--- src/rtl/pc_control_unit.sv ---
// pc_control_unit: program counter register, next-PC selection and branch condition
// evaluation, with an optional circular return-address stack.
// Define PC_CONTROL_UNIT_RAS_EN to compile in the return-address stack; without it
// is_call/is_ret are ignored and returns always use reg_target.
module pc_control_unit #(
    parameter int unsigned       ADDR_W       = 32,
    parameter logic [ADDR_W-1:0] RESET_VECTOR = '0,
    parameter int unsigned       RAS_DEPTH    = 4
) (
    input  logic              clk,
    input  logic              rst,
    input  logic              stall,
    input  logic              jump,
    input  logic              jump_reg,
    input  logic              branch,
    input  logic [2:0]        br_cond,
    input  logic              zero_flag,
    input  logic              neg_flag,
    input  logic              carry_flag,
    input  logic              ovf_flag,
    input  logic              is_call,
    input  logic              is_ret,
    input  logic [ADDR_W-1:0] branch_target,
    input  logic [ADDR_W-1:0] jump_target,
    input  logic [ADDR_W-1:0] reg_target,
    output logic [ADDR_W-1:0] pc,
    output logic [ADDR_W-1:0] pc_plus4,
    output logic [1:0]        pc_sel,
    output logic              taken,
    output logic              misalign,
    output logic              ras_empty,
    output logic              ras_full
);

    logic              cond_true;
    logic [ADDR_W-1:0] raw_target;
    logic [ADDR_W-1:0] next_pc;
    logic              misalign_d;
    logic [ADDR_W-1:0] ras_top;
    logic              ras_hit;    // return is served from the stack

    assign pc_plus4 = pc + ADDR_W'(4);

    // Branch condition from ALU flags; carry_flag=1 means no borrow.
    always_comb begin
        cond_true = 1'b0;
        case (br_cond)
            3'b000:  cond_true = zero_flag;
            3'b001:  cond_true = ~zero_flag;
            3'b010:  cond_true = neg_flag ^ ovf_flag;
            3'b011:  cond_true = ~(neg_flag ^ ovf_flag);
            3'b100:  cond_true = ~carry_flag;
            3'b101:  cond_true = carry_flag;
            default: cond_true = 1'b0;
        endcase
    end

    // Priority select: register/return, jump, taken branch, sequential.
    always_comb begin
        pc_sel     = 2'b00;
        raw_target = pc_plus4;
        if (jump_reg) begin
            pc_sel     = 2'b11;
            raw_target = ras_hit ? ras_top : reg_target;
        end else if (jump) begin
            pc_sel     = 2'b10;
            raw_target = jump_target;
        end else if (branch && cond_true) begin
            pc_sel     = 2'b01;
            raw_target = branch_target;
        end
    end

    assign taken      = (pc_sel != 2'b00);
    assign next_pc    = taken ? {raw_target[ADDR_W-1:2], 2'b00} : pc_plus4;
    assign misalign_d = taken && (raw_target[1:0] != 2'b00);

    // PC register; reset wins over stall.
    always_ff @(posedge clk) begin
        if (rst) begin
            pc <= RESET_VECTOR;
        end else if (!stall) begin
            pc <= next_pc;
        end
    end

    // One-cycle misalign pulse after a non-stalled redirect to an unaligned target.
    always_ff @(posedge clk) begin
        if (rst || stall) begin
            misalign <= 1'b0;
        end else begin
            misalign <= misalign_d;
        end
    end

`ifdef PC_CONTROL_UNIT_RAS_EN
    localparam int unsigned PtrW = $clog2(RAS_DEPTH);
    localparam int unsigned CntW = $clog2(RAS_DEPTH + 1);

    logic [ADDR_W-1:0] ras_mem [RAS_DEPTH];
    logic [PtrW-1:0]   top_q, top_d, ptr_pop;
    logic [CntW-1:0]   cnt_q, cnt_d, cnt_pop;
    logic              do_push, do_pop;

    assign ras_empty = (cnt_q == '0);
    assign ras_full  = (cnt_q == CntW'(RAS_DEPTH));
    assign ras_top   = ras_mem[top_q];
    assign ras_hit   = is_ret && !ras_empty;

    // Pop on an empty stack is dropped here so it cannot underflow the count.
    assign do_pop  = !stall && jump_reg && is_ret && !ras_empty;
    assign do_push = !stall && is_call && (jump || jump_reg);

    // Pop first, then push; a full push advances over the oldest entry.
    always_comb begin
        ptr_pop = do_pop ? top_q - 1'b1 : top_q;
        cnt_pop = do_pop ? cnt_q - 1'b1 : cnt_q;
        top_d   = ptr_pop;
        cnt_d   = cnt_pop;
        if (do_push) begin
            top_d = ptr_pop + 1'b1;
            if (cnt_pop != CntW'(RAS_DEPTH)) begin
                cnt_d = cnt_pop + 1'b1;
            end
        end
    end

    // Stack pointer and occupancy; reset empties the stack.
    always_ff @(posedge clk) begin
        if (rst) begin
            top_q <= '0;
            cnt_q <= '0;
        end else begin
            top_q <= top_d;
            cnt_q <= cnt_d;
        end
    end

    // Stack storage; contents need no reset since the count gates every read.
    always_ff @(posedge clk) begin
        if (!rst && do_push) begin
            ras_mem[top_d] <= pc_plus4;
        end
    end
`else
    logic unused_ras;
    assign unused_ras = is_call ^ is_ret;
    assign ras_top    = '0;
    assign ras_hit    = 1'b0;
    assign ras_empty  = 1'b1;
    assign ras_full   = 1'b0;
`endif

endmodule
--- config.mk ---
export PLATFORM = sky130hd
export DESIGN_NAME = pc_control_unit
export DESIGN_NICKNAME = d
export VERILOG_FILES = /design/src/rtl/pc_control_unit.sv
export SDC_FILE = /design/constraint.sdc
export NUM_CORES = 1
export LEC_CHECK = 0
export ABC_AREA = 1
export CAP_MARGIN = 20
export CORE_ASPECT_RATIO = 1.5
export CORE_MARGIN = 5
export CORE_UTILIZATION = 41
export DETAILED_ROUTE_END_ITERATION = 8
export PLACE_DENSITY = 0.92
export SETUP_SLACK_MARGIN = 0.3
export SLEW_MARGIN = 20
export SYNTH_ARGS = -nofsm -noshare
export SYNTH_HDL_FRONTEND = slang
export SYNTH_SLANG_ARGS = --single-unit
--- constraint.sdc ---
create_clock -name clk -period 1.8 [get_ports clk]
set_input_delay 0.45 -clock clk [delete_from_list [all_inputs] [get_ports clk]]
set_output_delay 0.45 -clock clk [all_outputs]
set_load 0.03 [all_outputs]
==> qor.csv, run 1 <==
metric,value,unit
run_status,did not finish,
flow.stopped_at,global routing,
error,[ERROR GRT-0232] Routing congestion too high. Check the congestion heatmap in the GUI.,
yosysSeqAreaShare,17.9,%
netlist_instances,639,
hpwl,13200,um
grt-ovfl-total,623,
synth.distinct_cells,37,
rows,41,
io_pins,181,
synth_top_family_by_area,simple AND/OR/NAND/NOR gates,
initial_core_util,41.6,%
cts-buffers-inserted,5,
grt_repair_worst_endpoint,pc_plus4[24],
numPortBuffers,172,
synth_area,3460,um^2
synth.area.mux_share,0,%
cts_sinks,31,
synth_warnings,0,
synth_area_per_cell,5.41,um^2
yosysTopAreaCell,nand2_1,
worstEpCategory,output port,
synthTopCellsByArea,"nand2_1, dfxtp_1, nand3_1",
yosys.area_share.simple,53.7,%
grt_max_degree,26,
gp_congestion,0.950,
ys_ff_latch,31,
grt.total_usage,88.6,%
synth_compound_area_share,11.2,%
synth-xor-area-share,4.23,%
clockBufferDepth,2,
synthAdderAreaFrac,0.362,%
die_h,122,um
htree_levels,2,
yosysTopAreaCellShare,26.4,%
die_w,85.0,um
cts_root_buf,clkbuf_16,
kinds of logic after synthesis:
group | count (synthesis)
AO/OA/AOI/OAI | 69
XOR/XNOR | 15
adder cells (fa/ha/maj) | 1
buffers and inverters | 100
flip-flops | 31
other | 2
AND/OR/NAND/NOR | 421
layer usage:
metal	GRT overflow	GRT usage [%]
met1	3	79.6
met2	447	117
met3	3	60.7
met4	170	108
met5	0	10.6
synthesized netlist by cell type:
cell	n
nand2_1	243
nor2_1	76
inv_1	61
nand3_1	60
dfxtp_1	31
a21oi_1	25
o21ai_1	18
clkbuf_1	15
o211ai_1	11
o21ai_0	10
nor2_2	9
xor2_1	9
buf_4	8
buf_2	7
nand2_2	7
nor2_4	7
inv_2	5
nand2_4	5
nor3_1	4
xnor2_1	4
o21a_1	3
conb_1	2
nand3_2	2
nand3b_1	2
nand4_1	2
nor2_8	2
and2_4	1
buf_6	1
clkinv_1	1
dlygate4sd1_1	1
ha_1	1
inv_4	1
o21bai_1	1
o311ai_0	1
or2_2	1
xnor2_2	1
xor2_2	1
metrics by stage:
step	hold slack [ns]	worst slack [ns]	std cells	setup TNS, ns	cell area (um^2)
2_1_floorplan	0.519	0.0186	643	0	3980
3_5_place_dp	0.478	-0.626	983	-18.44	6410
4_1_cts	0.499	-0.346	1028	-7.48	7370
3_3_place_gp	0.470	-0.512	983	-15.32	6410
what timing repair did:
action	CTS
cloned	1
setup endpoints to repair	95
gates resized for setup	308
hold buffers	0
pin swaps	82
buffers inserted	37
==> inputs of run 2 (changes only) <==
CORE_ASPECT_RATIO = not set   (was 1.5)
CORE_UTILIZATION = 40   (was 41)
PLACE_DENSITY = not set   (was 0.92)
PLACE_DENSITY_LB_ADDON = 0.15   (was not set)
SETUP_SLACK_MARGIN = not set   (was 0.3)
==> run 2 against run 1 <==
Against the previous run: the flow now finishes, with violations (setup timing); synthesized cell count unchanged; synthesized area stayed put.
==> qor.csv, run 2 <==
metric,value,unit
run_status,"complete, but fails checks",
failed_checks,setup timing,
finalWorstSetupSlack,-0.418,ns
worstPathArrival,1.77,ns
regMostFlops,pc,
viasPerCell,5.35,
whs,0.502,ns
synth-main-ff-cell,dfxtp_1,
max_freq,451,MHz
final_cells,1032,
yosysTopAreaCellShare,26.4,%
netlist_instances,639,
crit_family,simple AND/OR/NAND/NOR gates,
drc,0,
dp_slack,-0.506,ns
ant_nets,0,
fin_crit_sh,123,%
setup_viol,33,
hp-start,pc[23]$_SDFFE_PP0N_,
critPathLaunchType,register,
grt-ovfl-total,0,
ys_ff_latch,31,
synth_common_cells,"nand2_1, nor2_1, inv_1",
dieArea,10600,um^2
die_h,103,um
final_cell_mix,"nand2_1, buf_4, clkdlybuf4s50_1",
hold_path_end,pc[23]$_SDFFE_PP0N_,
hpwl,12300,um
setup-tns-final,-9.24,ns
synthTopCellsByArea,"nand2_1, dfxtp_1, nand3_1",
clk_pin_slew,0.08,ns
p_leak,3.61,nW
dr.pass1.iters,5,
finalHoldViolCount,0,
wire_per_inst,17.5,um
area_growth,111,%
routed_wl,18100,um
rows,34,
rr_worst_depth,14,
met3_usage,5.21,%
cp_slowest_cell,dfxtp_4,
io_pins,181,
crit_top_cell,nand2_4,
die_w,103,um
drive_above_1_share,39.4,%
path_buf_inv,2,
grt-busiest-layer,met2,
whs_path_depth,2,
timing.rr.start,pc[6]$_SDFFE_PP0N_,
cts_tree,built,
mostFrequentLayoutCell,nand2_1,
critPathRequiredTime,1.35,ns
grt_max_degree,27,
initial_core_util,40.2,%
synth.distinct_cells,37,
synth_area,3460,um^2
cts_hold_buf,0,
cts_sinks,31,
dpl_cell_area,6160,um^2
drtIter0Drc,376,
power,3.24,mW
yosysSeqAreaShare,17.9,%
synth_area_per_cell,5.41,um^2
finClkSkew,0.00500,ns
crit_chain,buf_6 -> nand2_4 -> nor2_4 -> nand2_4 -> nor2_8 -> nand2_4 -> o21ai_2 -> nand2_2 -> buf_6,
synth.most_common_cell,nand2_1,
vias,5525,
rsz0062_at_grt,yes,
largest_reg_flops,30,
grt_use_met2,54.8,%
fin_area,7280,um^2
timing.rr.end,pc[24]$_SDFFE_PP0N_,
synth_warnings,0,
drv_slew,0,
num_antenna_cells,0,
clkLatencyLatePin,0.29,ns
final_util,84.8,%
grt.total_usage,29.7,%
min_period,2.22,ns
placed_cells,988,
cts_root_buf,clkbuf_8,
worstPathMaxFanout,5,
postSynth.asyncResetShare,0,%
max_stage_delay,0.38,ns
cp-end-kind,output pin,
fin_nets,1035,
clockBufferDepth,2,
numPortBuffers,172,
powerDensity,445,nW/um^2
htree_levels,2,
gp_congestion,0.999,
use_met1,32.7,%
antenna_found_initial,0,
ir_worst_vdd,0.331,mV
worstSetupPathType,register to output pin,
coreArea,8590,um^2
largestRegisters,"pc (30), misalign (1)",
yosysTopAreaCell,nand2_1,
hp-class,register to register,
synth_edf_count,0,
max_cap_viol_count,0,
rrSetupSlack,-0.15,ns
grt_pass1_wl,24700,um
grt_pass1_vias,5211,
cts-buffers-inserted,5,
[run 2: cell counts after synthesis]
No cell type changed its count.
[run 2: worst max-delay path by stage]
| stage | from | end | slack (ns) | cells past startpoint |
|---|---|---|---|---|
| floorplan | pc[2]$_SDFFE_PP0N_ | pc_plus4[27] | -0.01 | 8 |
| global placement | neg_flag | pc_sel[0] | -0.46 | 11 |
| detailed placement | br_cond[2] | taken | -0.51 | 10 |
| CTS | pc[3]$_SDFFE_PP0N_ | pc_plus4[27] | -0.38 | 9 |
| global route | pc[6]$_SDFFE_PP0N_ | pc_plus4[24] | -0.52 | 10 |
| finish | pc[6]$_SDFFE_PP0N_ | pc_plus4[24] | -0.42 | 9 |
[run 2: kinds of logic (layout without fill, tap and decap cells)]
family          Yosys count  in the layout  share of synthesized area [%]
simple gates            421            421                           53.7
compound gates           69             69                           11.2
fa+ha+maj                 1              1                          0.362
xor+xnor                 15             15                           4.23
flops                    31             31                           17.9
other cells               2              6                          0.217
buf+inv                 100            381                           12.4
[run 2: routing by layer]
metal | routed length, um | up-vias
met2 | 9150 | 329
met5 | 0 | -
li1 | - | 2553
met3 | 1450 | 93
met4 | 1160 | 0
met1 | 6300 | 2550
[run 2: report_power, final]
| group | switching, mW | internal (mW) | total (mW) |
|---|---|---|---|
| combinational | 0.887 | 0.820 | 1.71 |
| clock | 0.324 | 0.393 | 0.717 |
| sequential | 0.0777 | 0.741 | 0.819 |
[run 2: worst min-delay path, cell delays in order, from the launching register on]
cell and delay (ns):
dfxtp_2 0.36, nand2_1 0.07, nand2_1 0.04
[run 2: timing repair]
action | CTS | global route
pin swaps | 39 | 65
setup endpoints to repair | 91 | 50
gates resized for setup | 162 | 110
buffers inserted | 14 | 33
[run 2: layout make-up]
type                       instances  area, um^2
tap                              108         135
inverter                          68         279
clock buffer                       7         108
multi-input combinational        512        3070
fill                             512        1310
clock inverter                     1        5.00
timing repair buffer             305        3000
sequential                        31         691
(Power assumes the default switching activity.)
==> inputs of run 3 (changes only) <==
CORE_UTILIZATION = 37   (was 40)
clock period = 2 ns   (was 1.8 ns; I/O delays follow)
==> run 3 against run 2 <==
Against the previous run: the run still ends with setup timing left; critical path depth is 1 higher; die area is 7.3% higher; power is 14% lower; setup slack better by 0.16 ns; utilization is 9.5 points lower; final area is 4.9% lower; clock power is 17% lower; sequential share of layout area is 0.094 points higher; global-route usage is 3.3 points lower; register-to-register slack better by 0.21 ns; critical path type unchanged.
==> qor.csv, run 3 (synthesized netlist as in run 2, its figures left out) <==
metric,value,unit
grt_pass1_wl,24400,um
worstPathMaxFanout,2,
grt-ovfl-total,0,
grt.total_usage,26.4,%
comb_power_share,52.6,%
rsz0062_at_grt,yes,
antenna_found_initial,0,
pwr-share-seq,26.2,%
fin_nets,1014,
viasPerCell,5.01,
cts_sinks,31,
cts-buffers-inserted,5,
rows,35,
largest_reg_flops,30,
final_cell_mix,"nand2_1, clkdlybuf4s50_1, buf_4",
final_cells,1014,
hp-start,pc[18]$_SDFFE_PP0N_,
max_cap_viol_count,0,
startpoint,pc[16]$_SDFFE_PP0N_,
cts_tree,built,
dieArea,11400,um^2
run_status,"complete, but fails checks",
regMostFlops,pc,
max_freq,443,MHz
hp-class,register to register,
fin_area,6930,um^2
powerDensity,404,nW/um^2
fin_crit_sh,113,%
cts_root_buf,clkbuf_8,
whs,0.493,ns
p_switching,1.10,mW
finClkSkew,0.00471,ns
p_sw_share,39.2,%
wire_per_inst,16.3,um
hpwl,12000,um
clkPwrFrac,21.2,%
die_h,107,um
drc,0,
setup-tns-final,-4.03,ns
largestRegisters,"pc (30), misalign (1)",
dp_slack,-0.373,ns
coreArea,9200,um^2
failed_checks,setup timing,
critPathRequiredTime,1.50,ns
ir_worst_vdd,0.271,mV
clockBufferDepth,2,
drtIter0Drc,274,
htree_levels,2,
die_w,107,um
p_int,1.70,mW
dpl_cell_area,5900,um^2
timing.rr.start,pc[16]$_SDFFE_PP0N_,
clkLatencyLatePin,0.29,ns
worstSetupPathType,register to output pin,
final_util,75.3,%
critPathLaunchType,register,
power,2.80,mW
cts_hold_buf,0,
dr.pass1.iters,4,
cp-end-kind,output pin,
p_leak,3.53,nW
io_pins,181,
finalWorstSetupSlack,-0.258,ns
area_growth,100,%
mostFrequentLayoutCell,nand2_1,
finalHoldViolCount,0,
grt_max_degree,30,
drive_above_1_share,34.9,%
placed_cells,972,
ant_nets,0,
numPortBuffers,172,
routed_wl,16500,um
worstPathArrival,1.76,ns
setup_viol,25,
drv_slew,0,
num_antenna_cells,0,
min_period,2.26,ns
nFillCells,711,
initial_core_util,37.6,%
clk_pin_slew,0.07,ns
grt_pass1_vias,5137,
vias,5080,
gp_congestion,0.921,
==> run 3: repair_timing <==
item | 4_1_cts | 5_1_grt
pin swaps | 40 | 46
gates resized for setup | 127 | 97
endpoints found under the setup margin | 47 | 50
setup buffers | 18 | 19
==> run 3: final cells by class <==
type	count	area, um^2	area share [%]
tap	111	139	2.01
inverter	68	263	3.79
clock inverter	1	7.51	0.108
sequential	31	663	9.58
multi-input combinational	512	2950	42.6
timing repair buffer	284	2810	40.5
clock buffer	7	96.3	1.39
==> run 3: critical path, cell delays in order, from the launching register on <==
cell and delay (ns):
dfxtp_2 0.36, nand2_1 0.15, nor2_2 0.18, inv_1 0.08, nor2_2 0.15, nand2_4 0.07, nor2_1 0.11, nand2_1 0.06
and2_4 0.14, inv_2 0.05, buf_6 0.12
==> run 3: power by group through the flow <==
stage,clock network [mW],registers [mW],logic (mW)
floorplan,0,0.835,0.522
global route,0.627,0.739,1.57
finish,0.592,0.733,1.47
CTS,0.593,0.723,1.40
global placement,0,0.730,1.30
detailed placement,0,0.732,1.31
==> run 3: layer usage <==
metal / wire (um) / GRT usage (%) / vias to the layer above
li1: - / - / 2504
met1: 6260 / 29.5 / 2328
met2: 8480 / 48.7 / 195
met3: 1020 / 4.88 / 53
met4: 736 / 10.8 / 0
met5: 0 / 0 / -
==> run 3: path summary, 6_finish.rpt <==
kind,to,slack [ns],cells past startpoint
hold / removal,pc[18]$_SDFFE_PP0N_,0.49,2
setup / recovery,pc_plus4[27],-0.26,10
hold reg to reg,pc[18]$_SDFFE_PP0N_,0.49,2
setup reg to reg,pc[17]$_SDFFE_PP0N_,0.06,13
